File: config.mk
export PLATFORM = sky130hd
export DESIGN_NAME = aes_mask_seq_flat
export DESIGN_NICKNAME = d
export VERILOG_FILES = /design/src/rtl/aes_mask_seq_if.sv /design/src/rtl/aes_mask_seq.sv /design/src/flat_wrapper.sv
export SDC_FILE = /design/constraint.sdc
export NUM_CORES = 1
export LEC_CHECK = 0
export CORE_AREA = 2 2 306 308
export CTS_CLUSTER_SIZE = 16
export DETAILED_ROUTE_END_ITERATION = 6
export DIE_AREA = 0 0 308 310
export SLEW_MARGIN = 20
export SYNTH_ARGS = -nofsm -noshare
export SYNTH_HDL_FRONTEND = slang
export SYNTH_SLANG_ARGS = --single-unit
File: constraint.sdc
create_clock -name clk -period 2.5 [get_ports clk]
set_input_delay 0.5 -clock clk [delete_from_list [all_inputs] [get_ports clk]]
set_output_delay 0.5 -clock clk [all_outputs]
set_load 0.01 [all_outputs]
File: src/rtl/aes_mask_seq_if.sv
// aes_mask_seq_if: request, masking-stage and downstream signals of the mask sequencer.
interface aes_mask_seq_if;
  logic start;
  logic [127:0] key;
  logic keylen;
  logic [127:0] block;
  logic busy;
  logic mask_init;
  logic mask_next;
  logic mask_finalize;
  logic [127:0] mask_key;
  logic mask_keylen;
  logic [127:0] mask_block;
  logic [127:0] mask_result;
  logic mask_valid;
  logic mask_ready;
  logic [127:0] mask_data;
  modport master (
    input start, key, keylen, block, mask_result, mask_ready,
    output busy, mask_init, mask_next, mask_finalize, mask_key, mask_keylen, mask_block, mask_valid, mask_data
  );
  modport slave (
    output start, key, keylen, block, mask_result, mask_ready,
    input busy, mask_init, mask_next, mask_finalize, mask_key, mask_keylen, mask_block, mask_valid, mask_data
  );
endinterface

File: src/rtl/aes_mask_seq.sv
// aes_mask_seq: sequences init/next/finalize strobes to the AES masking stage and hands its result downstream.
module aes_mask_seq #(
  parameter int ROUNDS_128 = 10,
  parameter int ROUNDS_256 = 14
) (
  input logic clk,
  input logic reset,
  aes_mask_seq_if.master bus
);
  typedef enum logic [2:0] {IDLE, INIT, NEXT, FINAL, CAPTURE, VALID} state_t;
  localparam logic [3:0] LAST_128 = 4'(ROUNDS_128 - 1);
  localparam logic [3:0] LAST_256 = 4'(ROUNDS_256 - 1);
  state_t state, state_nxt;
  logic [3:0] cnt;
  logic [127:0] key_q, block_q, data_q;
  logic keylen_q;
  logic last;
  assign last = cnt == (keylen_q ? LAST_256 : LAST_128);
  always_comb begin
    state_nxt = state;
    case (state)
      IDLE:    state_nxt = bus.start ? INIT : IDLE;
      INIT:    state_nxt = NEXT;
      NEXT:    state_nxt = last ? FINAL : NEXT;
      FINAL:   state_nxt = CAPTURE;
      CAPTURE: state_nxt = VALID;
      VALID:   state_nxt = bus.mask_ready ? IDLE : VALID;
      default: state_nxt = IDLE;
    endcase
  end
  always_ff @(posedge clk) begin
    if (reset) begin
      state <= IDLE;
      cnt <= '0;
      key_q <= '0;
      block_q <= '0;
      keylen_q <= 1'b0;
      data_q <= '0;
    end else begin
      state <= state_nxt;
      if (state == IDLE && bus.start) begin
        key_q <= bus.key;
        block_q <= bus.block;
        keylen_q <= bus.keylen;
        cnt <= '0;
      end
      if (state == NEXT) cnt <= cnt + 4'd1;
      // stage registered its finalize result at the edge closing FINAL
      if (state == CAPTURE) data_q <= bus.mask_result;
    end
  end
  assign bus.busy = state != IDLE;
  assign bus.mask_init = state == INIT;
  assign bus.mask_next = state == NEXT;
  assign bus.mask_finalize = state == FINAL;
  assign bus.mask_valid = state == VALID;
  assign bus.mask_key = key_q;
  assign bus.mask_keylen = keylen_q;
  assign bus.mask_block = block_q;
  assign bus.mask_data = data_q;
endmodule

File: src/flat_wrapper.sv
// flat-port wrapper written by rule: the top's interface ports become plain ports
module aes_mask_seq_flat 
#(
  parameter int ROUNDS_128 = 10,
  parameter int ROUNDS_256 = 14
)
  (clk, reset, bus_start, bus_key, bus_keylen, bus_block, bus_mask_result, bus_mask_ready, bus_busy, bus_mask_init, bus_mask_next, bus_mask_finalize, bus_mask_key, bus_mask_keylen, bus_mask_block, bus_mask_valid, bus_mask_data);
  aes_mask_seq_if bus_i ();
  input logic clk;
  input logic reset;
  input wire logic [$bits(bus_i.start)-1:0] bus_start;
  input wire logic [$bits(bus_i.key)-1:0] bus_key;
  input wire logic [$bits(bus_i.keylen)-1:0] bus_keylen;
  input wire logic [$bits(bus_i.block)-1:0] bus_block;
  input wire logic [$bits(bus_i.mask_result)-1:0] bus_mask_result;
  input wire logic [$bits(bus_i.mask_ready)-1:0] bus_mask_ready;
  output wire logic [$bits(bus_i.busy)-1:0] bus_busy;
  output wire logic [$bits(bus_i.mask_init)-1:0] bus_mask_init;
  output wire logic [$bits(bus_i.mask_next)-1:0] bus_mask_next;
  output wire logic [$bits(bus_i.mask_finalize)-1:0] bus_mask_finalize;
  output wire logic [$bits(bus_i.mask_key)-1:0] bus_mask_key;
  output wire logic [$bits(bus_i.mask_keylen)-1:0] bus_mask_keylen;
  output wire logic [$bits(bus_i.mask_block)-1:0] bus_mask_block;
  output wire logic [$bits(bus_i.mask_valid)-1:0] bus_mask_valid;
  output wire logic [$bits(bus_i.mask_data)-1:0] bus_mask_data;
  assign bus_i.start = bus_start;
  assign bus_i.key = bus_key;
  assign bus_i.keylen = bus_keylen;
  assign bus_i.block = bus_block;
  assign bus_i.mask_result = bus_mask_result;
  assign bus_i.mask_ready = bus_mask_ready;
  assign bus_busy = bus_i.busy;
  assign bus_mask_init = bus_i.mask_init;
  assign bus_mask_next = bus_i.mask_next;
  assign bus_mask_finalize = bus_i.mask_finalize;
  assign bus_mask_key = bus_i.mask_key;
  assign bus_mask_keylen = bus_i.mask_keylen;
  assign bus_mask_block = bus_i.mask_block;
  assign bus_mask_valid = bus_i.mask_valid;
  assign bus_mask_data = bus_i.mask_data;
  aes_mask_seq #(.ROUNDS_128(ROUNDS_128), .ROUNDS_256(ROUNDS_256)) u_core (.clk(clk), .reset(reset), .bus(bus_i));
endmodule
# Word-level counts from Yosys, hierarchy flattened
# Cells that the tools add are included.
# classes
n_eq_ne	6
n_addsub	1
mux	7
reduce_logical	4
# op_table
op	count
$pmux 3 s6	1
$mux 4	2
$eq 3x2->1 const B	2
$eq 3x3->1 const B	2
$mux 3	2
$add 4x1->4 const B	1
$eq 4x4->1	1
$eq 3x1->1 const B	1
$logic_not 3->1	1
$reduce_bool 3->1	1
$mux 1	2
$reduce_bool 2->1	1
$logic_and 1x1->1	1
# totals
register_bits	392
in_bits	389

# Depth between registers and ports, before layout
# depth
word_depth	4
depth_mapped	6
mapped_depth_nobuf	4

# Worst setup path before layout
# OpenSTA, ideal clock, no wires.
# synth_timing
kind	input to register
startpoint	input port bus_start
endpoint	register u_core.block_q[100] (netlist: u_core.bus.mask_block[100])
cell_stages	6
required_ns	2.368
setup_time_ns	0.132
setup_slack_ns	0.915
path_buffers	3
arrival_ns	1.453
cell_sequence	or4b_1 -> buf_2 -> buf_6 -> buf_6 -> nand2_1 -> a21oi_1
# synth_between
elab_chain_len	1
# synth_rtl
element	line	text
from (decl)	flat_wrapper.sv:11	input wire logic [$bits(bus_i.start)-1:0] bus_start;
$logic_and 1x1->1	aes_mask_seq.sv:41	if (state == IDLE && bus.start) begin
to (signal assigned)	aes_mask_seq.sv:43	block_q <= bus.block;
to (decl)	aes_mask_seq.sv:15	logic [127:0] key_q, block_q, data_q;
# No other way between the ends.
# A chain may end at the register's enable or synchronous reset.

# Final worst setup path
# layout_timing
startpoint	register u_core.key_q[120] (netlist: u_core.bus.mask_key[120])
endpoint	output port bus_mask_key[120]
# layout_rtl
element	line	text
from (decl)	aes_mask_seq.sv:15	
from (signal assigned)	aes_mask_seq.sv:42	key_q <= bus.key;
to (decl)	flat_wrapper.sv:21	output wire logic [$bits(bus_i.mask_key)-1:0] bus_mask_key;
# No word-level cell between the ends.

==> metrics.txt <==
Pleak 8.63 nW; Num CTS Buffers 47; Yosys cell types 30; Mapped Nets 2109; initial antenna violation count 19; Final min period 2380 ps; GP Congestion 0.768; WP buf/inv 1; Post-Syn Area per Cell 8.02 um2; share of cells above drive strength 1 6.13%; Pre-Repair DR Iteration Count 4; Finished Layout Cells 3715; num ports 779; unrepaired setup endpoints after global routing no; VDD IR-drop max 0.000517 V; Max Slew Vio Count 0; max_slew headroom 54.2%; CP delay by family, top buffers and inverters; GR Overflow Total 0; Crit path largest cell delay 930 ps; PD cells 698 mW/mm2; Die Wd 308 um; postcts setup bufs 0; largest net degree at the start of global routing 75; Port-buffer cells 778; DR vias 14200; clk_lat worst skew 600 ps; top area cells in the synthesized netlist dfxtp_1 (57%), nand2_1 (21%), a21oi_1 (14%); count leader, synth nand2_1; Synth top area share 57.0%; Peak Freq 421 MHz; final setup violation count 0; critical path's slowest cell clkdlybuf4s50_1; Mapped Cells 1718; CTS tree yes; Initial Utilization 14.9%; Async SR Flop Fraction 0%; CTS max path bufs 3; # placed instances 3621; setup TNS 0 ps; initial drt markers 783; WP data required 2000 ps; Core ar. 0.0925 mm2; # clock sinks 392; Worst Path Max Fanout 2; Final Cycle Share 95.0%; Seq/Total Area, Yosys 57.0%; mapped cell area 0.0138 mm2; status complete, no violations; first-pass GRT wire length 87500 um; drt drc 0; #FFs+latches synth 392; Critical Path Source Type register; ys flop type dfxtp_1; Warnings, synthesis 0; cts hold-fix bufs 0; synth cell count leaders nand2_1 (774), dfxtp_1 (392), a21oi_1 (390); critical-path cell list clkdlybuf4s50_1; CTS root buf clkbuf_16; Hold Crit Class in2reg; Die Area 0.0955 mm2; max cap viols 0; Crit. End Element output pin; vias per cell 3.82; Synth area leader dfxtp_1; die height 310 um; Area growth syn-to-layout 78.4%; WL per Instance 17.0 um; Max H-tree Level 2; hpwl dp 48600 um; critical path arrival 1880 ps; final hold vios 0; Clock Skew 17.9 ps; Slew @ Worst Pin 685 ps; Final ANT Viol Nets 0; Final nets 2864; clock slew at reported path FFs 60 ps; GR Util All Layers 12.3%; critical path type reg2out; Total Wirelength 63100 um; Post-synth EDFFs 0; number of global-route vias before repair 13400; # rows 112
registers in the layout (all words and copies together), names as in the netlist:
name and count:
u_core.state 3, u_core.bus.mask_keylen 1, u_core.bus.mask_data 128, u_core.bus.mask_key 128, u_core.cnt 4, u_core.bus.mask_block 128
timing repair:
item / 4_1_cts / 5_1_grt
hold endpoints to repair: 0 / 0
resized for setup: 9 / 2
endpoints found under the setup margin: 5 / 2
through the flow:
| stage | worst slack (ps) | total power [W] | util, % | hold slack [ps] | instance area (um2) |
|---|---|---|---|---|---|
| floorplan | 915 | 0.00809 | - | 481 | 13800 |
| global placement | 149 | 0.00995 | 24.7 | 440 | 22900 |
| detailed placement | 113 | 0.00997 | 24.7 | 445 | 22900 |
| CTS | 3.59 | 0.0175 | 26.5 | 288 | 24600 |
| global route | 8.11 | 0.0179 | 26.6 | 323 | 24600 |
| finish | 125 | 0.0171 | 26.6 | 334 | 24600 |
metal layers:
metal  track usage [%]  wire [um]
met1              12.9      23700
met2              21.1      30600
met3              5.82       6880
met4              4.83       1800
met5                 0        135
report_power, final:
part	total, W	internal, W	switching (W)
combinational	0.00295	0.00155	0.00140
clock	0.00736	0.00449	0.00287
sequential	0.00683	0.00663	0.000202
total	0.0171	0.0127	0.00447
cells by family (layout without fill, tap and decap cells):
family | Yosys count | in the layout | synth area share [%]
buffers and inverters | 135 | 929 | 6.00
xor gates and xnor gates | 3 | 3 | 0.191
other | 0 | 6 | 0
AOI/OAI and AO/OA | 393 | 393 | 14.4
and+or+nand+nor | 793 | 793 | 22.2
adders and majority gates | 2 | 2 | 0.182
DFF | 392 | 392 | 57.0
cell type report:
class	instances	area [um2]
antenna	6	15.0
timing repair buffer	838	8400
sequential	392	7850
tap	1197	1500
clock buffer	71	1440
fill	9948	67900
clock inverter	17	239
inverter	3	12.5
multi-input combinational	1191	5110
final timing paths:
kind | to | cells past startpoint | slack (ps) | start
max | bus_mask_key[120] | 1 | 120 | u_core.bus.mask_key[120]
min | u_core.bus.mask_data[104] | 2 | 330 | reset
max reg2reg | u_core.bus.mask_block[0] | 6 | 540 | u_core.state[1]
min reg2reg | u_core.bus.mask_block[70] | 2 | 450 | u_core.bus.mask_block[70]
cell usage in the layout, fill, tap and decap left out, types with 2 or more instances in the layout:
cell type	n
a21oi_1	390
buf_12	13
buf_4	47
bufinv_16	5
clkbuf_1	8
clkbuf_16	48
clkbuf_8	15
clkdlybuf4s50_1	772
clkinv_2	6
clkinvlp_4	4
dfxtp_1	390
dfxtp_2	2
diode_2	6
dlygate4sd2_1	2
ha_1	2
inv_1	2
nand2_1	774
nand2b_1	2
nand3_1	3
nor3_1	2
or3b_4	2
xnor2_1	3
No activity file was read; power rests on OpenSTA's default activity.
==> variant, RTL diff (config.mk and constraints unchanged) <==
Reset style: asynchronous (`reset`), changed in one clocked block.
--- a/src/rtl/aes_mask_seq.sv
+++ b/src/rtl/aes_mask_seq.sv
@@ -30,3 +30,3 @@
   end
-  always_ff @(posedge clk) begin
+  always_ff @(posedge clk or posedge reset) begin
     if (reset) begin
Function: differs if reset is asserted again (counterexample within 4 cycles, from zero or initial values and one cycle with reset high); with reset held inactive, the same outputs for 4 cycles.
==> variant against the unedited design <==
Via count decreased by 12%. Design area increased by 5.2%. Non-clock buffer count decreased by 18. First-iteration DRC count decreased by 14%. Fmax about the same. Die area unchanged. Routed wire length decreased by 4.7%. Setup slack got worse by 1.3 ps. Utilization increased by 1.4 points. Area after synthesis increased by 8.3%. Synthesized cell count decreased by 19%. Sequential cell count unchanged. Critical path type unchanged.
Power is not compared: it rests on default switching activity, and its combinational part moved more than twofold at a synthesized area within 25%.
==> variant: results (changes against the unedited design) <==
* **Hold Crit Class** input port to asynchronous set/reset pin, was input port to register
* **Final nets** 2586, was 2864
* **antenna violations before repair** 21, was 19
* **library cell contributing the largest single delay on the critical path** or3_1, was clkdlybuf4s50_1
* **nets in the synthesized netlist** 1790, was 2109
* **number of different library cells in the post-synthesis netlist** 27, was 30
* **flip-flop and latch area** 9810 sq um, was 7850 sq um
* **Commonest cells post-synth** nand2_1 (773), dfrtp_1 (392), mux2_2 (128), was nand2_1 (774), dfxtp_1 (392), a21oi_1 (390)
* **Worst Hold Margin** 201 ps, was 334 ps
* **final weighted congestion in routability-driven placement** 0.781, was 0.768
* **Pre-antenna DRT Iters** 5, was 4
* **estimated wirelength of the detail-placed design** 46.4 mm, was 48.6 mm
* **First DRT Iteration DRCs** 674, was 783
* **async set-reset flop share out of synthesis** 100%, was 0%
* **timing startpoint of the critical path** u_core.state[2], was u_core.bus.mask_key[120]
* **setup slack after placement** 255 ps, was 113 ps
* **highest cell delay on the worst timing path** 390 ps, was 930 ps
* **most common flop cell mapped by yosys** dfrtp_1, was dfxtp_1
* **Tot GR Track Use** 12.0%, was 12.3%
* **met2 usage in global routing** 20.3%, was 21.1%
* **flop-to-flop setup slack** 520 ps, was 540 ps
* **global-route wire length before repair** 84.1 mm, was 87.5 mm
* **placement-stage cell area** 24300 sq um, was 22900 sq um
* **vias in the first global route** 12600, was 13400
* **placed insts** 3341, was 3621
* **Top delay family on crit path** buffers and inverters, unchanged
* **final WL** 60.1 mm, was 63.1 mm
* **DR WL met3** 5.62 mm, was 6.88 mm
* **highest clock frequency the design can meet** 421 MHz, about the same
* **DR vias/cell** 3.66, was 3.82
* **Inserted Clock Buffers** 49, was 47
* **layout filler cell count** 9643, was 9948
* **detailed route wirelength on metal2** 29.2 mm, was 30.6 mm
* **routed length on met1** 23.7 mm, about the same
* **number of cell instances on the worst register-to-register path** 5, was 6
* **worst flop-to-flop path startpoint** u_core.state[0], was u_core.state[1]
* **leading cell types by total area after synthesis** dfrtp_1 (66%), nand2_1 (19%), mux2_2 (9.7%), buf_6 (2.0%), buf_2 (1.3%), was dfxtp_1 (57%), nand2_1 (21%), a21oi_1 (14%), buf_6 (2.8%), buf_2 (1.6%)
* **largest clock skew in the final design** 31.5 ps, was 17.9 ps
* **part of the Yosys area used for sequential elements** 65.8%, was 57.0%
* **met3 demand-to-capacity share in global routing** 4.52%, was 5.82%
* **largest fanout of any net on the critical path** 9, was 2
* **clock latency on the worst-skew pair** 620 ps, was 600 ps
* **register clock-pin slew on the reported worst setup and hold paths** 60 ps, about the same
* **pin count of the biggest net entering global routing** 114, was 75
* **average footprint of a synthesized cell** 10.7 sq um, was 8.02 sq um
* **Routed wire per std cell** 17.5 um, was 17.0 um
* **FF-to-FF End** u_core.bus.mask_key[4], was u_core.bus.mask_block[0]
* **met1 global-route usage** 13.8%, was 12.9%
* **worst setup path endpoint** bus_busy, was bus_mask_key[120]
* **transition time at the pin with the least slew margin** 594 ps, was 685 ps
* **fraction of final layout cells with drive strength greater than 1** 11.2%, was 6.13%
* **run status** finished clean, unchanged
-- variant: cell types whose count changed in the layout (fill, tap and decap cells not counted), sizes merged, moves of 4 or more --
cell / before / now
dfrtp: 0 / 392
a21oi: 390 / 2
mux2: 0 / 128
buf: 61 / 42
dfxtp: 392 / 0
bufinv: 5 / 1
-- variant: kinds of logic after synthesis --
group                      count (synthesis)  synth area share [%]
xor gates and xnor gates                   2                 0.117
DFF                                      392                  65.8
muxes                                    128                  9.66
buffers and inverters                     78                  3.63
and+or+nand+nor                          789                  20.3
AOI/OAI and AO/OA                          8                 0.361
adders and majority gates                  2                 0.168
-- variant: cell type report --
cell class / instances / share of cell area, %
timing repair buffer: 820 / 32.4
multi-input combinational: 929 / 17.7
clock inverter: 13 / 0.547
sequential: 392 / 38.0
inverter: 3 / 0.0581
antenna: 4 / 0.0387
tap: 1197 / 5.80
clock buffer: 73 / 5.52
-- variant: what timing repair did --
item,CTS,global route
endpoints found under the setup margin,5,1
hold buffers,0,0
resized for setup,8,1
